File: config.mk
export PLATFORM = sky130hd
export DESIGN_NAME = trap_commit_unit
export DESIGN_NICKNAME = d
export VERILOG_FILES = /design/src/rtl/trap_commit_unit.sv
export SDC_FILE = /design/constraint.sdc
export NUM_CORES = 1
export LEC_CHECK = 0
export CAP_MARGIN = 20
export CORE_AREA = 8 8 204 206
export CTS_BUF_LIST = sky130_fd_sc_hd__clkbuf_16
export DETAILED_ROUTE_END_ITERATION = 16
export DIE_AREA = 0 0 212 214
export HOLD_SLACK_MARGIN = 0.06
export PLACE_DENSITY = 0.7
export SLEW_MARGIN = 20
export SYNTH_ARGS = -nofsm -noshare
export SYNTH_HDL_FRONTEND = slang
export SYNTH_SLANG_ARGS = --single-unit
File: constraint.sdc
create_clock -name clk -period 11.8 [get_ports clk]
set_clock_uncertainty 0.1 [all_clocks]
set_input_delay 2.95 -clock clk [delete_from_list [all_inputs] [get_ports clk]]
set_output_delay 2.95 -clock clk [all_outputs]
set_load 0.005 [all_outputs]
File: src/rtl/trap_commit_unit.sv
// Writeback-side trap commit sequencer: turns a retiring exception, a pending
// interrupt or an mret into a series of machine-mode CSR writes over a single
// write port, updates the privilege level, then redirects the PC and flushes.
module trap_commit_unit #(
    parameter int XLEN         = 64,
    parameter bit MTVEC_VEC_EN = 1'b1
) (
    input  logic            clk,
    input  logic            rst,
    input  logic            except_wb_except,
    input  logic [XLEN-1:0] except_wb_epc,
    input  logic [XLEN-1:0] except_wb_ecause,
    input  logic [XLEN-1:0] except_wb_etval,
    input  logic            valid_wb,
    input  logic            mret_wb,
    input  logic            int_pending,
    input  logic [3:0]      int_code,
    input  logic [XLEN-1:0] mstatus_i,
    input  logic [XLEN-1:0] mtvec_i,
    input  logic [XLEN-1:0] mepc_i,
    output logic            csr_we,
    output logic [11:0]     csr_waddr,
    output logic [XLEN-1:0] csr_wdata,
    output logic [1:0]      priv_o,
    output logic            stall_pipe,
    output logic            flush_all,
    output logic            redirect_valid,
    output logic [XLEN-1:0] redirect_pc,
    output logic            trap_busy
);

    typedef enum logic [2:0] {
        IDLE, W_EPC, W_CAUSE, W_TVAL, W_STATUS, R_STATUS, REDIRECT
    } state_t;

    localparam logic [11:0] ADDR_MEPC    = 12'h341;
    localparam logic [11:0] ADDR_MCAUSE  = 12'h342;
    localparam logic [11:0] ADDR_MTVAL   = 12'h343;
    localparam logic [11:0] ADDR_MSTATUS = 12'h300;

    state_t          state_q, state_d;
    logic [1:0]      priv_q, priv_d;
    logic [XLEN-1:0] epc_q, epc_d;
    logic [XLEN-1:0] cause_q, cause_d;
    logic [XLEN-1:0] tval_q, tval_d;
    logic [XLEN-1:0] mstatus_q, mstatus_d;
    logic            is_mret_q, is_mret_d;

    logic take_exc, take_int, take_mret;

    // Trigger decode, priority exception > interrupt > mret; bubbles never trap.
    always_comb begin
        take_exc  = valid_wb & except_wb_except;
        take_int  = int_pending & mstatus_i[3] & ~take_exc;
        take_mret = valid_wb & mret_wb & ~take_exc & ~take_int;
    end

    // State and latched trap context registers.
    always_ff @(posedge clk or negedge rst) begin
        if (!rst) begin
            state_q   <= IDLE;
            priv_q    <= 2'b11;
            epc_q     <= '0;
            cause_q   <= '0;
            tval_q    <= '0;
            mstatus_q <= '0;
            is_mret_q <= 1'b0;
        end else begin
            state_q   <= state_d;
            priv_q    <= priv_d;
            epc_q     <= epc_d;
            cause_q   <= cause_d;
            tval_q    <= tval_d;
            mstatus_q <= mstatus_d;
            is_mret_q <= is_mret_d;
        end
    end

    // Next-state, CSR write sequencing and redirect outputs.
    always_comb begin
        logic [XLEN-1:0] st_wr;
        logic [XLEN-1:0] base;

        state_d        = state_q;
        priv_d         = priv_q;
        epc_d          = epc_q;
        cause_d        = cause_q;
        tval_d         = tval_q;
        mstatus_d      = mstatus_q;
        is_mret_d      = is_mret_q;
        csr_we         = 1'b0;
        csr_waddr      = '0;
        csr_wdata      = '0;
        stall_pipe     = 1'b0;
        flush_all      = 1'b0;
        redirect_valid = 1'b0;
        redirect_pc    = '0;
        st_wr          = mstatus_q;
        base           = {mtvec_i[XLEN-1:2], 2'b00};

        case (state_q)
            IDLE: begin
                if (take_exc || take_int || take_mret) begin
                    stall_pipe = 1'b1;
                    flush_all  = 1'b1;
                    mstatus_d  = mstatus_i;
                end
                if (take_exc) begin
                    epc_d     = except_wb_epc;
                    cause_d   = except_wb_ecause;
                    tval_d    = except_wb_etval;
                    is_mret_d = 1'b0;
                    state_d   = W_EPC;
                end else if (take_int) begin
                    // The retiring instruction is not executed; it resumes at its own pc.
                    epc_d     = except_wb_epc;
                    cause_d   = {1'b1, {(XLEN-5){1'b0}}, int_code};
                    tval_d    = '0;
                    is_mret_d = 1'b0;
                    state_d   = W_EPC;
                end else if (take_mret) begin
                    is_mret_d = 1'b1;
                    state_d   = R_STATUS;
                end
            end
            W_EPC: begin
                csr_we    = 1'b1;
                csr_waddr = ADDR_MEPC;
                csr_wdata = {epc_q[XLEN-1:2], 2'b00};
                state_d   = W_CAUSE;
            end
            W_CAUSE: begin
                csr_we    = 1'b1;
                csr_waddr = ADDR_MCAUSE;
                csr_wdata = cause_q;
                state_d   = W_TVAL;
            end
            W_TVAL: begin
                csr_we    = 1'b1;
                csr_waddr = ADDR_MTVAL;
                csr_wdata = tval_q;
                state_d   = W_STATUS;
            end
            W_STATUS: begin
                st_wr[7]     = mstatus_q[3];
                st_wr[3]     = 1'b0;
                st_wr[12:11] = priv_q;
                csr_we       = 1'b1;
                csr_waddr    = ADDR_MSTATUS;
                csr_wdata    = st_wr;
                priv_d       = 2'b11;
                state_d      = REDIRECT;
            end
            R_STATUS: begin
                st_wr[3]     = mstatus_q[7];
                st_wr[7]     = 1'b1;
                st_wr[12:11] = 2'b00;
                csr_we       = 1'b1;
                csr_waddr    = ADDR_MSTATUS;
                csr_wdata    = st_wr;
                priv_d       = mstatus_q[12:11];
                state_d      = REDIRECT;
            end
            REDIRECT: begin
                redirect_valid = 1'b1;
                flush_all      = 1'b1;
                if (is_mret_q) begin
                    redirect_pc = mepc_i;
                end else if (cause_q[XLEN-1] && MTVEC_VEC_EN && (mtvec_i[1:0] == 2'b01)) begin
                    redirect_pc = base + {{(XLEN-6){1'b0}}, cause_q[3:0], 2'b00};
                end else begin
                    redirect_pc = base;
                end
                state_d = IDLE;
            end
            default: state_d = IDLE;
        endcase

        if (state_q != IDLE) begin
            stall_pipe = 1'b1;
        end
    end

    assign priv_o    = priv_q;
    assign trap_busy = (state_q != IDLE);

endmodule

# Yosys cells after proc, flatten, opt, wreduce, memory -nomap -nowiden
# Cells that the tools add are included.
[totals] reg_bits=262
[op_classes] add_sub_neg=1 n_eq_ne=8 mux=25 n_bitwise=8 reduce_logical=13
[op_table] op="two-way mux 64 bit" count=9
[op_table] op="one-hot mux 64 bit (5 select lines)" count=1
[op_table] op="adder 64 x 6 -> 64 bit" count=1
[op_table] op="one-hot mux 10 bit (4 select lines)" count=1
[op_table] op="one-hot mux 3 bit (5 select lines)" count=1
[op_table] op="== test 3 bit (second input constant)" count=3
[op_table] op="two-way mux 3 bit" count=3
[op_table] op="two-way mux 1 bit" count=8
[op_table] op="AND 1 bit" count=6
[op_table] op="== test 3 x 2 -> 1 bit (second input constant)" count=2
[op_table] op="AND reduction 2 bit" count=3
[op_table] op="nonzero test 3 bit" count=2
[op_table] op="OR reduction 5 bit" count=1
[op_table] op="inequality test 4 bit (second input constant)" count=1
[op_table] op="one-hot mux 2 bit (2 select lines)" count=1
[op_table] op="nonzero test 2 bit" count=2
[op_table] op="== test 3 x 1 -> 1 bit (second input constant)" count=1
[op_table] op="zero test 3 bit" count=1
[op_table] op="== test 2 x 1 -> 1 bit (second input constant)" count=1
[op_table] op="logical OR 1 bit" count=2
[op_table] op="NOT 1 bit" count=2
[op_table] op="one-hot mux 1 bit (2 select lines)" count=1
[op_table] op="OR reduction 2 bit" count=1
[op_table] op="logical AND 1 bit" count=1

# Depth between registers and ports, before layout
[depth] ltp_word=9 ltp_mapped=10 depth_no_buf=9

# Least setup slack after synthesis
# Ideal clock, no wire load.
[synth_timing] path_kind="input -> output" start="input port mtvec_i[2]" end="output port redirect_pc[60]" arrival_ns=5.417 required_time_ns=8.750 path_slack_ns=3.333 stages=10 n_path_buf=1 path_cell_list="ha_1 -> inv_1 -> fa_1 -> nand2b_1 -> a21oi_1 -> nand3_2 -> or4b_4 -> buf_6 -> or4_1 -> a31oi_1"
[synth_between] elab_chain_len=4
[synth_lines] item="start: declaration" line_no="19" text="input logic [XLEN-1:0] mtvec_i,"
[synth_lines] item="adder 64 x 6 -> 64 bit" line_no="170" text="redirect_pc = base + {{(XLEN-6){1'b0}}, cause_q[3:0], 2'b00};"
[synth_lines] item="two-way mux 64 bit" line_no="169" text="end else if (cause_q[XLEN-1] && MTVEC_VEC_EN && (mtvec_i[1:0] == 2'b01)) begin"
[synth_lines] item="two-way mux 64 bit" line_no="167" text="if (is_mret_q) begin"
[synth_lines] item="two-way mux 64 bit" line_no="101" text="case (state_q)"
[synth_lines] item="end: declaration" line_no="28" text="output logic [XLEN-1:0] redirect_pc,"
# No other way between the ends.

# Worst setup path in the final report
[layout_timing] start="input port mtvec_i[2]" end="output port redirect_pc[58]"
# Same word-level chain as after synthesis.

==> results.py <==
metrics = {
    "synthesis": {
        "synth.area.top_cells": "dfrtp_1 49%, a22o_1 8.0%, a22oi_1 6.8%",
        "netlist_instances": 1356,
        "async_reset_ff_share_pct": 100,
        "avgSynthCellArea_um2": 9.79,
        "synth_cell_types": 62,
        "ys_warn_count": 0,
        "syn-cell-area_um2": 13300,
        "synth_edf_count": 0,
        "ys_seq_elements": 260,
        "yosysSeqAreaShare_pct": 49.0,
        "synth_top_area_share_pct": 48.6,
        "post-synth-top-area-cell": "dfrtp_1",
        "synthFlopType": "dfrtp_1",
    },
    "timing": {
        "slew_headroom_pct": 27.5,
        "rsz0062_at_grt": "no",
        "worstMarginPinSlew_ns": 1.09,
        "setup_tns_ns": 0,
        "report.final.slew_viol_count": 0,
        "whs_ns": 0.375,
        "hold_violations": 0,
        "min_period_over_period_pct": 84.9,
        "fin_crit_ns": 10.01,
        "setup_viol": 0,
        "max_freq_mhz": 99.9,
    },
    "worst_setup_path": {
        "worstPathMaxFanout": 11,
        "r2r_setup_slack_ns": 8.17,
        "critPathMostFrequentCell": "clkdlybuf4s50_1",
        "endpoint_kind": "output pin",
        "startpoint_type": "primary input",
        "cp_num_buf_inv": 3,
        "path_delay_family": "simple AND/OR/NAND/NOR gates",
        "cp_slowest_cell": "or4b_4",
        "worstSetupPathType": "primary input to output pin",
        "crit_required_ns": 8.75,
        "cpPeakStageDelay_ns": 0.67,
        "worstPathArrival_ns": 6.96,
        "crit_chain": "clkdlybuf4s50_1, ha_1, inv_1, fa_1, nand2b_1, a21oi_1, nand3_2, or4b_4, or4_1, a31oi_1, clkdlybuf4s50_1",
    },
    "floorplanning": {
        "die_w_um": 212,
        "die_h_um": 214,
        "dieArea_um2": 45400,
        "start_util_pct": 34.7,
        "io_pins": 541,
        "rows": 72,
        "core_region_area_um2": 38300,
    },
    "cells_and_area": {
        "layout_common_cells": "530 x clkdlybuf4s50_1, 258 x dfrtp_1, 224 x nand2_1, 122 x a22o_1, 120 x a22oi_1",
        "final_cells": 2362,
        "final_util_pct": 51.8,
        "multiInputGateArea_um2": 6310,
        "final_common_cell": "clkdlybuf4s50_1",
        "area_growth_pct": 49.3,
        "nNetsFinal": 2221,
        "fillers": 3471,
        "layout-drive-gt1-share_pct": 7.68,
        "seq_area_um2": 6510,
    },
    "routing": {
        "firstDrtPassIters": 5,
        "ant_nets": 0,
        "vias": 12900,
        "wl_um": 59200,
        "vias_per_cell": 5.47,
        "drc": 0,
        "initialDrtViolationCount": 1020,
        "wl_per_cell_um": 25.1,
    },
    "clock_network": {
        "numCtsBuffers": 27,
        "post_cts_buffers": 0,
        "clockBufferDepth": 3,
        "cts.sinks": 260,
        "insertion_delay_ns": 0.55,
        "cts_max_level": 1,
        "cts-resized-gates": 0,
        "cts_tree": "done",
        "clk_pin_slew_ns": 0.06,
        "cts_hold_buf": 0,
        "clock-root-buffer": "clkbuf_16",
    },
    "power_and_ir_drop": {
        "ir_drop_mv": 0.195,
        "leakagePower_nw": 8.04,
        "power_density_nw_per_um2": 220,
        "totalPowerFinal_mw": 4.37,
    },
    "place": {
        "dp_hpwl_um": 43300,
        "finalWeightedCongestion": 0.990,
        "port_buffers": 531,
        "dp_cells": 2308,
    },
    "global_route": {
        "antenna_found_initial": 18,
        "grt_usage_pct": 25.1,
        "grt_overflow": 0,
        "grt_pass1_wl_um": 87900,
        "grt_max_degree": 127,
        "grt_pass1_vias": 13400,
    },
    "run": {
        "cap_violations": 0,
    },
    "worst_hold_path": {
        "hold_class": "flop to flop",
    },
    "status": {
        "status": "finished, final reports clean",
    },
}
worst min-delay path, stage by stage, from the launching register on:
cell	delay (ns)
dfrtp_1	0.34
nand2_1	0.05
nand2_1	0.05
registers in the layout, indices dropped and copies added, names as in the netlist:
name / count
priv_o: 2
is_mret_q: 1
mstatus_q: 64
cause_q: 64
state_q: 3
tval_q: 64
epc_q: 62
through the flow:
stage	setup WS (ns)	instance area [µm²]
after floorplan	3.33	13300
after global placement	1.89	19000
after detailed placement	1.82	19000
after CTS	1.80	19800
after global routing	1.66	19800
final	1.79	19800
cells in the mapped netlist, types with 3 or more instances:
| cell type | instances |
|---|---|
| nor3_1 | 18 |
| clkbuf_1 | 97 |
| buf_4 | 8 |
| mux2_2 | 67 |
| nand2_1 | 225 |
| a22oi_1 | 120 |
| nand3_1 | 13 |
| and2_1 | 4 |
| mux2i_1 | 9 |
| nor4_1 | 5 |
| buf_2 | 3 |
| or4_1 | 6 |
| nand4_1 | 17 |
| a22o_1 | 122 |
| or3_1 | 7 |
| and4_4 | 3 |
| buf_1 | 10 |
| inv_1 | 16 |
| dfrtp_1 | 258 |
| a21oi_1 | 108 |
| and4_1 | 8 |
| a31oi_1 | 7 |
| ha_1 | 7 |
| a211oi_1 | 14 |
| xor2_1 | 13 |
| and3_1 | 7 |
| o21ai_0 | 62 |
| nor2_1 | 44 |
| xnor2_1 | 33 |
| o31ai_1 | 4 |
routing by layer:
| layer | GRT usage [%] | vias to the layer above | part of all wire [%] |
|---|---|---|---|
| li1 | - | 5887 | - |
| met1 | 28.8 | 6363 | 37 |
| met2 | 42.9 | 571 | 50 |
| met3 | 9.03 | 89 | 10 |
| met4 | 7.74 | 18 | 2.7 |
| met5 | 0 | - | 0.19 |
power breakdown:
group	switching (mW)	internal [mW]
sequential	0.266	1.31
combinational	1.01	0.949
clock	0.357	0.476
total	1.63	2.74
logic make-up (layout without fill, tap and decap cells):
family          Yosys count  in the layout  synth area share (%)
compound gates          455            455                  23.8
simple gates            373            373                  12.8
flops                   260            260                  49.0
buf+inv                 137            610                  4.18
mux                      76             76                  6.36
xor+xnor                 46             46                  3.03
fa+ha+maj                 8              8                 0.810
other cells               1             16                0.0282
final cells by class:
class	count	share of cell area, %
sequential	260	32.8
multi-input combinational	965	31.8
timing repair buffer	547	27.4
clock buffer	27	3.41
tap	518	3.27
clock inverter	18	0.795
inverter	18	0.341
antenna	9	0.114
worst paths after layout:
check,startpoint,to,cells past startpoint
worst max-delay path,mtvec_i[2],redirect_pc[58],11
worst min-delay path,epc_q[58]$_DFFE_PN0P_,epc_q[58]$_DFFE_PN0P_,2
worst max register to register,state_q[0]$_DFFE_PN0P_,tval_q[7]$_DFFE_PN0P_,5
worst min register to register,epc_q[58]$_DFFE_PN0P_,epc_q[58]$_DFFE_PN0P_,2
max in group asynchronous,rst,epc_q[60]$_DFFE_PN0P_,3
min in group asynchronous,rst,epc_q[25]$_DFFE_PN0P_,1
(Power assumes the default switching activity.)
